==> config.mk <==
export PLATFORM = sky130hd
export DESIGN_NAME = shift_sub_divider
export DESIGN_NICKNAME = d
export VERILOG_FILES = /design/src/rtl/shift_sub_div_pkg.sv /design/src/rtl/shift_sub_divider_div_step.sv /design/src/rtl/shift_sub_divider.sv
export SDC_FILE = /design/constraint.sdc
export NUM_CORES = 1
export LEC_CHECK = 0
export ABC_AREA = 1
export ABC_CLOCK_PERIOD_IN_PS = 2100
export BUFFER_PORTS_ARGS = -buffer_cell sky130_fd_sc_hd__buf_2
export CAP_MARGIN = 30
export CORE_AREA = 8 8 52 97
export CTS_CLUSTER_SIZE = 12
export DETAILED_ROUTE_END_ITERATION = 10
export DIE_AREA = 0 0 60 105
export PLACE_DENSITY_LB_ADDON = 0.3
export SLEW_MARGIN = 20
export SYNTH_ARGS = -nofsm -noshare
export SYNTH_HDL_FRONTEND = slang
export SYNTH_SLANG_ARGS = --single-unit
==> constraint.sdc <==
create_clock -name clk -period 2.1 [get_ports clk]
set_input_delay 0.525 -clock clk [delete_from_list [all_inputs] [get_ports clk]]
set_output_delay 0.525 -clock clk [all_outputs]
set_load 0.02 [all_outputs]
==> src/rtl/shift_sub_div_pkg.sv <==
// Shared constants for the shift-subtract divider: default operand width,
// controller state encoding and a counter-sizing helper.
package shift_sub_div_pkg;

    localparam int DIV_N_DEFAULT = 4;

    // Controller states; kept as plain constants so the encoding is fixed.
    localparam logic [0:0] S_IDLE = 1'b0;
    localparam logic [0:0] S_CALC = 1'b1;

    // Number of bits needed to index 0..value-1 (0 for value <= 1).
    function automatic int clog2(input int value);
        int result;
        result = 0;
        for (int i = 0; i < 32; i++) begin
            if ((1 << result) < value) result = result + 1;
        end
        return result;
    endfunction

endpackage

==> src/rtl/shift_sub_divider_div_step.sv <==
// div_step: one combinational iteration of the restoring divider.
// Shifts the next dividend bit into the partial remainder and subtracts the
// divisor when it fits. Kept stand-alone so an unrolled or pipelined divider
// can chain copies of it.
module div_step
    import shift_sub_div_pkg::*;
#(
    parameter int N = DIV_N_DEFAULT
) (
    input  logic [N-1:0] i_rem,     // partial remainder, always < i_div
    input  logic         i_q_msb,   // next dividend bit to bring down
    input  logic [N-1:0] i_div,     // divisor
    output logic [N-1:0] o_rem,     // updated partial remainder
    output logic         o_qbit     // quotient bit produced by this step
);

    logic [N:0] w_trial;
    logic [N:0] w_div_ext;

    // Since i_rem < i_div, the trial value is < 2*i_div and fits in N+1 bits;
    // the difference after a successful subtract fits back into N bits.
    assign w_trial   = {i_rem, i_q_msb};
    assign w_div_ext = {1'b0, i_div};
    assign o_qbit    = (w_trial >= w_div_ext);
    assign o_rem     = o_qbit ? N'(w_trial - w_div_ext) : w_trial[N-1:0];

endmodule

==> src/rtl/shift_sub_divider.sv <==
// shift_sub_divider: sequential restoring divider, 2N-bit dividend by N-bit
// divisor, one quotient bit per clock. Start/ready handshake mirrors the
// add-shift multiplier so both can sit behind the same controller.
// Optional feature: define DIV_DONE_PULSE_EN to add a one-cycle `done` output.
// N must be at least 2.
module shift_sub_divider
    import shift_sub_div_pkg::*;
#(
    parameter int N = DIV_N_DEFAULT
) (
    input  logic           clk,
    input  logic           rst,            // asynchronous, active-low
    input  logic           start,
    input  logic [2*N-1:0] dividendBus,
    input  logic [N-1:0]   divisorBus,
    output logic [N-1:0]   quotientBus,
    output logic [N-1:0]   remainderBus,
    output logic           ovf,
    output logic           ready
`ifdef DIV_DONE_PULSE_EN
    ,
    output logic           done
`endif
);

    localparam int CW = clog2(N) + 1;

    logic [0:0]    r_state;
    logic [CW-1:0] r_cnt;
    logic [N-1:0]  r_rem;       // partial remainder; its implicit top bit is always 0
    logic [N-1:0]  r_quo;       // dividend low half shifting out, quotient shifting in
    logic [N-1:0]  r_div;
    logic [N-1:0]  r_quo_out;
    logic [N-1:0]  r_rem_out;
    logic          r_ovf;

    logic [N-1:0]  w_step_rem;
    logic          w_qbit;
    logic          w_ovf_in;
    logic          w_last;
    logic          w_complete;

    // The quotient only fits N bits when the upper dividend half is below the
    // divisor; this also catches divide-by-zero.
    assign w_ovf_in   = (dividendBus[2*N-1:N] >= divisorBus);
    assign w_last     = (r_cnt == CW'(N - 1));
    assign w_complete = (r_state == S_CALC) && (r_ovf || w_last);

    div_step #(.N(N)) u_step (
        .i_rem   (r_rem),
        .i_q_msb (r_quo[N-1]),
        .i_div   (r_div),
        .o_rem   (w_step_rem),
        .o_qbit  (w_qbit)
    );

    // Controller, iteration datapath and result registers.
    // NOTE: all state uses non-blocking assignments so every register samples
    // the pre-edge values and the update order inside the block is irrelevant.
    always_ff @(posedge clk or negedge rst) begin
        if (!rst) begin
            r_state   <= S_IDLE;
            r_cnt     <= '0;
            r_rem     <= '0;
            r_quo     <= '0;
            r_div     <= '0;
            r_quo_out <= '0;
            r_rem_out <= '0;
            r_ovf     <= 1'b0;
        end else begin
            case (r_state)
                S_IDLE: begin
                    if (start) begin
                        r_div   <= divisorBus;
                        r_rem   <= dividendBus[2*N-1:N];
                        r_quo   <= dividendBus[N-1:0];
                        r_cnt   <= '0;
                        r_ovf   <= w_ovf_in;
                        r_state <= S_CALC;
                    end
                end
                S_CALC: begin
                    if (r_ovf) begin
                        // Run skipped: saturated quotient, zero remainder.
                        r_quo_out <= '1;
                        r_rem_out <= '0;
                        r_state   <= S_IDLE;
                    end else begin
                        r_rem <= w_step_rem;
                        r_quo <= {r_quo[N-2:0], w_qbit};
                        r_cnt <= r_cnt + CW'(1);
                        if (w_last) begin
                            r_quo_out <= {r_quo[N-2:0], w_qbit};
                            r_rem_out <= w_step_rem;
                            r_state   <= S_IDLE;
                        end
                    end
                end
                default: r_state <= S_IDLE;
            endcase
        end
    end

    assign quotientBus  = r_quo_out;
    assign remainderBus = r_rem_out;
    assign ovf          = r_ovf;
    assign ready        = (r_state == S_IDLE);

`ifdef DIV_DONE_PULSE_EN
    logic r_done;

    // One-cycle completion strobe, coincident with ready returning high.
    always_ff @(posedge clk or negedge rst) begin
        if (!rst) r_done <= 1'b0;
        else      r_done <= w_complete;
    end

    assign done = r_done;
`else
    logic w_unused_complete;
    assign w_unused_complete = w_complete;
`endif

endmodule
==> flow_summary_export.csv, run 1 <==
group,metric,value,unit
timing,fin_tns_setup,0,ns
cts,cts_setup_buffers,0,
yosys,syn_inst,173,
detailed_routing,drt_wl_total,3110,um
cts,htreeDepth,1,
run_status,status,"complete, no violations",
yosys,synth_commonest_cells,"49 x nand2_1, 25 x dfrtp_1, 23 x inv_1",
detailed_routing,vias,1174,
placed_design,io_buffer_count,24,
critical_path,critPathLaunchType,"flop",
detailed_routing,detail_route.first_pass.iterations,4,
yosys,async_flop_share,1.00,
global_routing,grt_pass1_vias,1205,
critical_path,critPathKind,"reg2reg",
global_routing,grt_pass1_wl,5150,um
power_and_ir_drop,p_leak,0.864,nW
timing,clock_skew,0.00415,ns
run,drv_cap,0,
placed_design,hpwl,2500,um
die,rows,32,
final_layout,area_delta_synth_final,15.6,%
die,fp.dieArea,6300,um2
yosys,synth.most_common_cell,"nand2_1",
timing,grt_setup_unrepaired,"false",
placed_design,post-place-ws,0.345,ns
yosys,synth_warnings,0,
timing,period_minus_slack,1.79,ns
timing,setup_viol,0,
cts,cts-root-buf,"clkbuf_8",
timing,slew_headroom,0.624,
yosys,ys_seq_area_frac,0.449,
global_routing,overflow,0,
detailed_routing,avgRoutedWirePerCell,12.4,um
final_layout,fin_util,0.424,
yosys,synthesis.area,1390,um2
yosys,synth-main-ff-cell,"dfrtp_1",
cts,cts_tree,"done",
cts,cts_num_sinks,25,
timing,fmax,560,MHz
timing,worst_slack,0.314,ns
die,coreArea,3800,um2
yosys,yosys.area.top_type_share,0.449,
detailed_routing,drt_first_iter_violations,26,
yosys,yosysTopAreaCell,"dfrtp_1",
critical_path,end_kind,"flop",
global_routing,grt_max_degree,26,
placed_design,gp_congestion,0.853,
die,initial_core_util,0.366,
yosys,synth_edf_count,0,
critical_path,crit_fanout,5,
die,die_height,105,um
cts,ctsHoldBuffers,0,
power_and_ir_drop,finalPower,2.62,mW
critical_path,required,2.27,ns
timing,hold_viol,0,
cts,clkTransAtPathRegs,0.09,ns
critical_path,r2r_slack,0.31,ns
cts,clock_path_buffers,2,
final_layout,layout-drive-gt1-share,0.181,
detailed_routing,drc_errors,0,
power_and_ir_drop,ir_drop,0.447,mV
yosys,syn-num-nets,199,
timing,slew_viol_final,0,
cts,worstSkewPairLatency,0.27,ns
global_routing,grtUsageTotal,0.106,
cts,post_cts_resized,0,
yosys,synth_area_per_cell,8.06,um2
detailed_routing,drtAntennaViolNets,0,
global_routing,antenna_found_initial,0,
yosys,ys_ff_latch,25,
timing,period_share,0.850,
cts,cts_buffers,3,
final_layout,diodes,0,
detailed_routing,vias_per_cell,4.70,
timing,worst_pin_slew,0.564,ns
power_and_ir_drop,p_per_area,1630,nW/um2
yosys,yosys-top-cells-area,"dfrtp_1 45%, nand2_1 13%, ha_1 9.0%",
die,pin_count,25,
die,die-width,60,um
critical_path,arrival,1.95,ns
final_layout,fin_nets,226,
yosys,yosysUniqueCellTypes,23,
hold_path,hold_path.class,"in2async",
[power breakdown]
| part | leakage [nW] | switching, mW | internal, mW | total, mW |
|---|---|---|---|---|
| clock | 0.0217 | 0.159 | 0.135 | 0.293 |
| sequential | 0.301 | 0.123 | 0.695 | 0.818 |
| combinational | 0.541 | 0.981 | 0.528 | 1.51 |
| total | 0.864 | 1.26 | 1.36 | 2.62 |
[placed cells by master, fill, tap and decap left out]
cell type	n
o211ai_1	3
o22ai_1	2
ha_1	10
xor2_1	1
inv_1	23
o21ai_0	10
nand3_1	9
o21ai_1	2
nand2_1	49
inv_2	3
o22ai_2	1
o21a_1	1
a22o_1	1
nor2_1	18
clkinvlp_4	1
buf_2	24
nand2_4	1
dfrtp_1	25
nor2_4	1
a21boi_0	1
fa_1	1
or2_1	1
a21oi_1	6
clkbuf_8	3
buf_4	2
[logic make-up (layout without fill, tap and decap cells)]
kind of cell,Yosys count,count (layout),synth area share
buf+inv,30,56,0.0916
fa+ha+maj,11,11,0.104
xor+xnor,1,1,0.00628
simple gates,79,79,0.233
compound gates,27,27,0.116
flops,25,25,0.449
[path summary, 6_finish.rpt]
| kind | start | to | cells past startpoint |
|---|---|---|---|
| max | r_rem[1] | r_rem[1] | 9 |
| min | rst | r_div[2] | 1 |
| max reg2reg | r_rem[1] | r_rem[1] | 9 |
| min reg2reg | remainderBus[0] | remainderBus[0] | 2 |
| max in group asynchronous | rst | remainderBus[3] | 1 |
| min in group clk | divisorBus[0] | r_div[0] | 3 |
[metal layers]
metal  vias up  track usage  wire length, um
met5         -            0                0
li1        599            -                -
met1       542        0.101             1160
met3         7       0.0111              103
met4         0       0.0637               93
met2        26        0.199             1750
[metrics by stage]
step | hold WS, ns | instances | area (um2)
finish | 0.235 | 250 | 1610
global route | 0.266 | 250 | 1610
CTS | 0.254 | 250 | 1610
detailed placement | 0.461 | 246 | 1560
global placement | 0.457 | 246 | 1560
floorplan | 0.229 | 173 | 1390
[sequential cells by signal, indices dropped and copies added (netlist names)]
register	cells
quotientBus	4
r_div	4
r_quo	4
r_rem	4
remainderBus	4
r_cnt	3
ovf	1
r_state	1
[layout make-up]
class,instances,area [um2]
inverters,26,97.6
flip-flops and latches,25,626
multi-input cells,118,641
fillers,417,2190
clock inverters,1,7.51
repair buffers,26,135
well taps,51,63.8
clock buffers,3,41.3
[critical path, stage by stage, from the launching register on]
cell     delay [ns]
dfrtp_1        0.42
ha_1           0.38
a21oi_1        0.15
nand2_1        0.10
nand2_1        0.16
nand2_1        0.18
nand2_1        0.12
nand3_1        0.08
nand2_1        0.06
nand2_1        0.04
Note: power is estimated with default switching activity, not from simulation.
==> run 2, diff against run 1 <==
- ABC_AREA: 1 -> default
- CORE_AREA: 8 8 52 97 -> 8 8 53 98
- DIE_AREA: 0 0 60 105 -> 0 0 61 106
==> run 2 against run 1 <==
Count of clock-buffer cells in the layout rose by 1. Die area is 2.6% higher. Maximum frequency shrank 11%. Utilization fell by 1.2 points. First-iteration DRC count shrank 15%. Total power fell by 9.5%. Highest routed layer unchanged. Cell count down 12%. Critical path type unchanged. Flip-flop and latch count unchanged. Critical endpoint is now r_rem[0]. Clock power hardly changed. Sequential power up 1%. Critical path depth shrank 3.
==> flow_summary_export.csv, run 2 <==
group,metric,value,unit
detailed_routing,drtAntennaViolNets,0,
timing,period_share,0.950,
timing,slew_headroom,0.617,
detailed_routing,drt_wl_total,3250,um
yosys,syn-num-nets,168,
detailed_routing,vias,1114,
timing,slew_viol_final,0,
power_and_ir_drop,swShare,0.435,
critical_path,required,2.29,ns
die,die-width,61,um
detailed_routing,drt_first_iter_violations,22,
final_layout,layout_common_cells,"25 x dfrtp_1, 24 x buf_2, 18 x nand2_1, 12 x inv_1, 12 x mux2i_1",
run,drv_cap,0,
die,fp.dieArea,6470,um2
final_layout,fin_cells,219,
power_and_ir_drop,ir_drop,0.752,mV
final_layout,layout-drive-gt1-share,0.210,
critical_path,end_kind,"flop",
power_and_ir_drop,power_frac_comb,0.527,
timing,hold_viol,0,
placed_design,io_buffer_count,24,
global_routing,grtUsageTotal,0.112,
power_and_ir_drop,p_int,1.34,mW
cts,cts_buffers,3,
die,initial_core_util,0.355,
timing,clock_skew,0.00465,ns
placed_design,gp_congestion,0.808,
cts,worstSkewPairLatency,0.27,ns
die,die_height,106,um
final_layout,final_common_cell,"dfrtp_1",
yosys,synth_area_per_cell,10.0,um2
cts,clkTransAtPathRegs,0.09,ns
critical_path,critPathLaunchType,"flop",
die,rows,33,
hold_path,hold_path.class,"in2async",
global_routing,grt_pass1_vias,1203,
cts,cts_num_sinks,25,
yosys,synth_edf_count,0,
placed_design,hpwl,2480,um
cts,cts_setup_buffers,0,
timing,fmax,501,MHz
cts,htreeDepth,1,
critical_path,cp-startpoint,"r_rem[0]",
cts,post_cts_resized,0,
die,pin_count,25,
die,coreArea,4010,um2
detailed_routing,drc_errors,0,
placed_design,dp_cells,215,
placed_design,dpl_cell_area,1600,um2
cts,clock_path_buffers,2,
detailed_routing,avgRoutedWirePerCell,14.9,um
yosys,synth.most_common_cell,"dfrtp_1",
timing,worst_pin_slew,0.575,ns
yosys,ys_seq_area_frac,0.440,
yosys,async_flop_share,1.00,
power_and_ir_drop,seq_power_share,0.350,
power_and_ir_drop,p_per_area,1440,nW/um2
final_layout,fillCellCount,422,
global_routing,grt_max_degree,26,
placed_design,post-place-ws,0.157,ns
final_layout,fin_nets,194,
cts,cts-root-buf,"clkbuf_8",
cts,cts_tree,"done",
yosys,syn_inst,142,
cts,ctsHoldBuffers,0,
global_routing,overflow,0,
power_and_ir_drop,p_leak,0.791,nW
final_layout,area_delta_synth_final,15.8,%
critical_path,crit_fanout,5,
critical_path,critPathKind,"reg2reg",
detailed_routing,vias_per_cell,5.09,
global_routing,antenna_found_initial,0,
yosys,synth-main-ff-cell,"dfrtp_1",
final_layout,fin_util,0.411,
critical_path,timing.rr.start,"r_rem[0]",
power_and_ir_drop,clock_power_share,0.123,
global_routing,grt_pass1_wl,5670,um
timing,worst_slack,0.104,ns
timing,period_minus_slack,2.00,ns
timing,hold_ws,0.241,ns
final_layout,fin_area,1650,um2
yosys,synth_commonest_cells,"25 x dfrtp_1, 18 x nand2_1, 12 x inv_1, 12 x mux2i_1",
timing,fin_tns_setup,0,ns
power_and_ir_drop,finalPower,2.37,mW
timing,grt_setup_unrepaired,"false",
timing,setup_viol,0,
yosys,yosysUniqueCellTypes,35,
detailed_routing,detail_route.first_pass.iterations,4,
yosys,ys_ff_latch,25,
critical_path,arrival,2.18,ns
yosys,yosysTopAreaCell,"dfrtp_1",
yosys,synthesis.area,1420,um2
yosys,yosys-top-cells-area,"dfrtp_1 44%, ha_1 8.8%, mux2i_1 8.4%",
final_layout,diodes,0,
yosys,synth_warnings,0,
power_and_ir_drop,p_sw,1.03,mW
yosys,yosys.area.top_type_share,0.440,
run_status,status,"complete, no violations",
==> run 2: worst paths after layout <==
check	to	slack, ns	cells after the start
max reg2reg	r_rem[0]	0.10	6
min	remainderBus[3]	0.24	1
min in group clk	remainderBus[0]	0.48	2
max	r_rem[0]	0.10	6
max in group asynchronous	r_cnt[2]	1.48	1
min reg2reg	remainderBus[0]	0.48	2
==> run 2: power by group through the flow <==
stage          logic (mW)  registers, mW  clock network (mW)
6_report             1.25          0.830               0.292
5_1_grt              1.39          0.860               0.314
4_1_cts              1.25          0.830               0.295
3_5_place_dp         1.24          0.840                   0
3_3_place_gp         1.22          0.835                   0
2_1_floorplan       0.977          0.790                   0
==> run 2: kinds of logic after synthesis <==
family | share of synthesized area
simple gates | 0.126
xor+xnor | 0.0123
flops | 0.440
mux | 0.103
fa+ha+maj | 0.102
compound gates | 0.166
buf+inv | 0.0510
==> run 2: routing by layer <==
metal | vias to the layer above | track usage | wire length [um]
li1 | 553 | - | -
met1 | 520 | 0.138 | 1430
met2 | 32 | 0.179 | 1580
met3 | 9 | 0.0169 | 129
met4 | 0 | 0.0588 | 108
met5 | - | 0 | 0
==> run 2: area by class of cell <==
cell class                 instances  area [um2]  share of cell area
multi-input combinational         99         724               0.440
sequential                        25         626               0.380
timing repair buffer              27         143              0.0866
tap                               52        65.1              0.0395
clock buffer                       4        45.0              0.0273
inverter                          12        45.0              0.0273
==> run 2: critical path, cell delays in order (launching register included) <==
cell      delay (ns)
dfrtp_1         0.45
ha_1            0.36
nor2b_4         0.14
o31a_1          0.29
nor2_4          0.17
mux2_4          0.32
o221ai_1        0.18
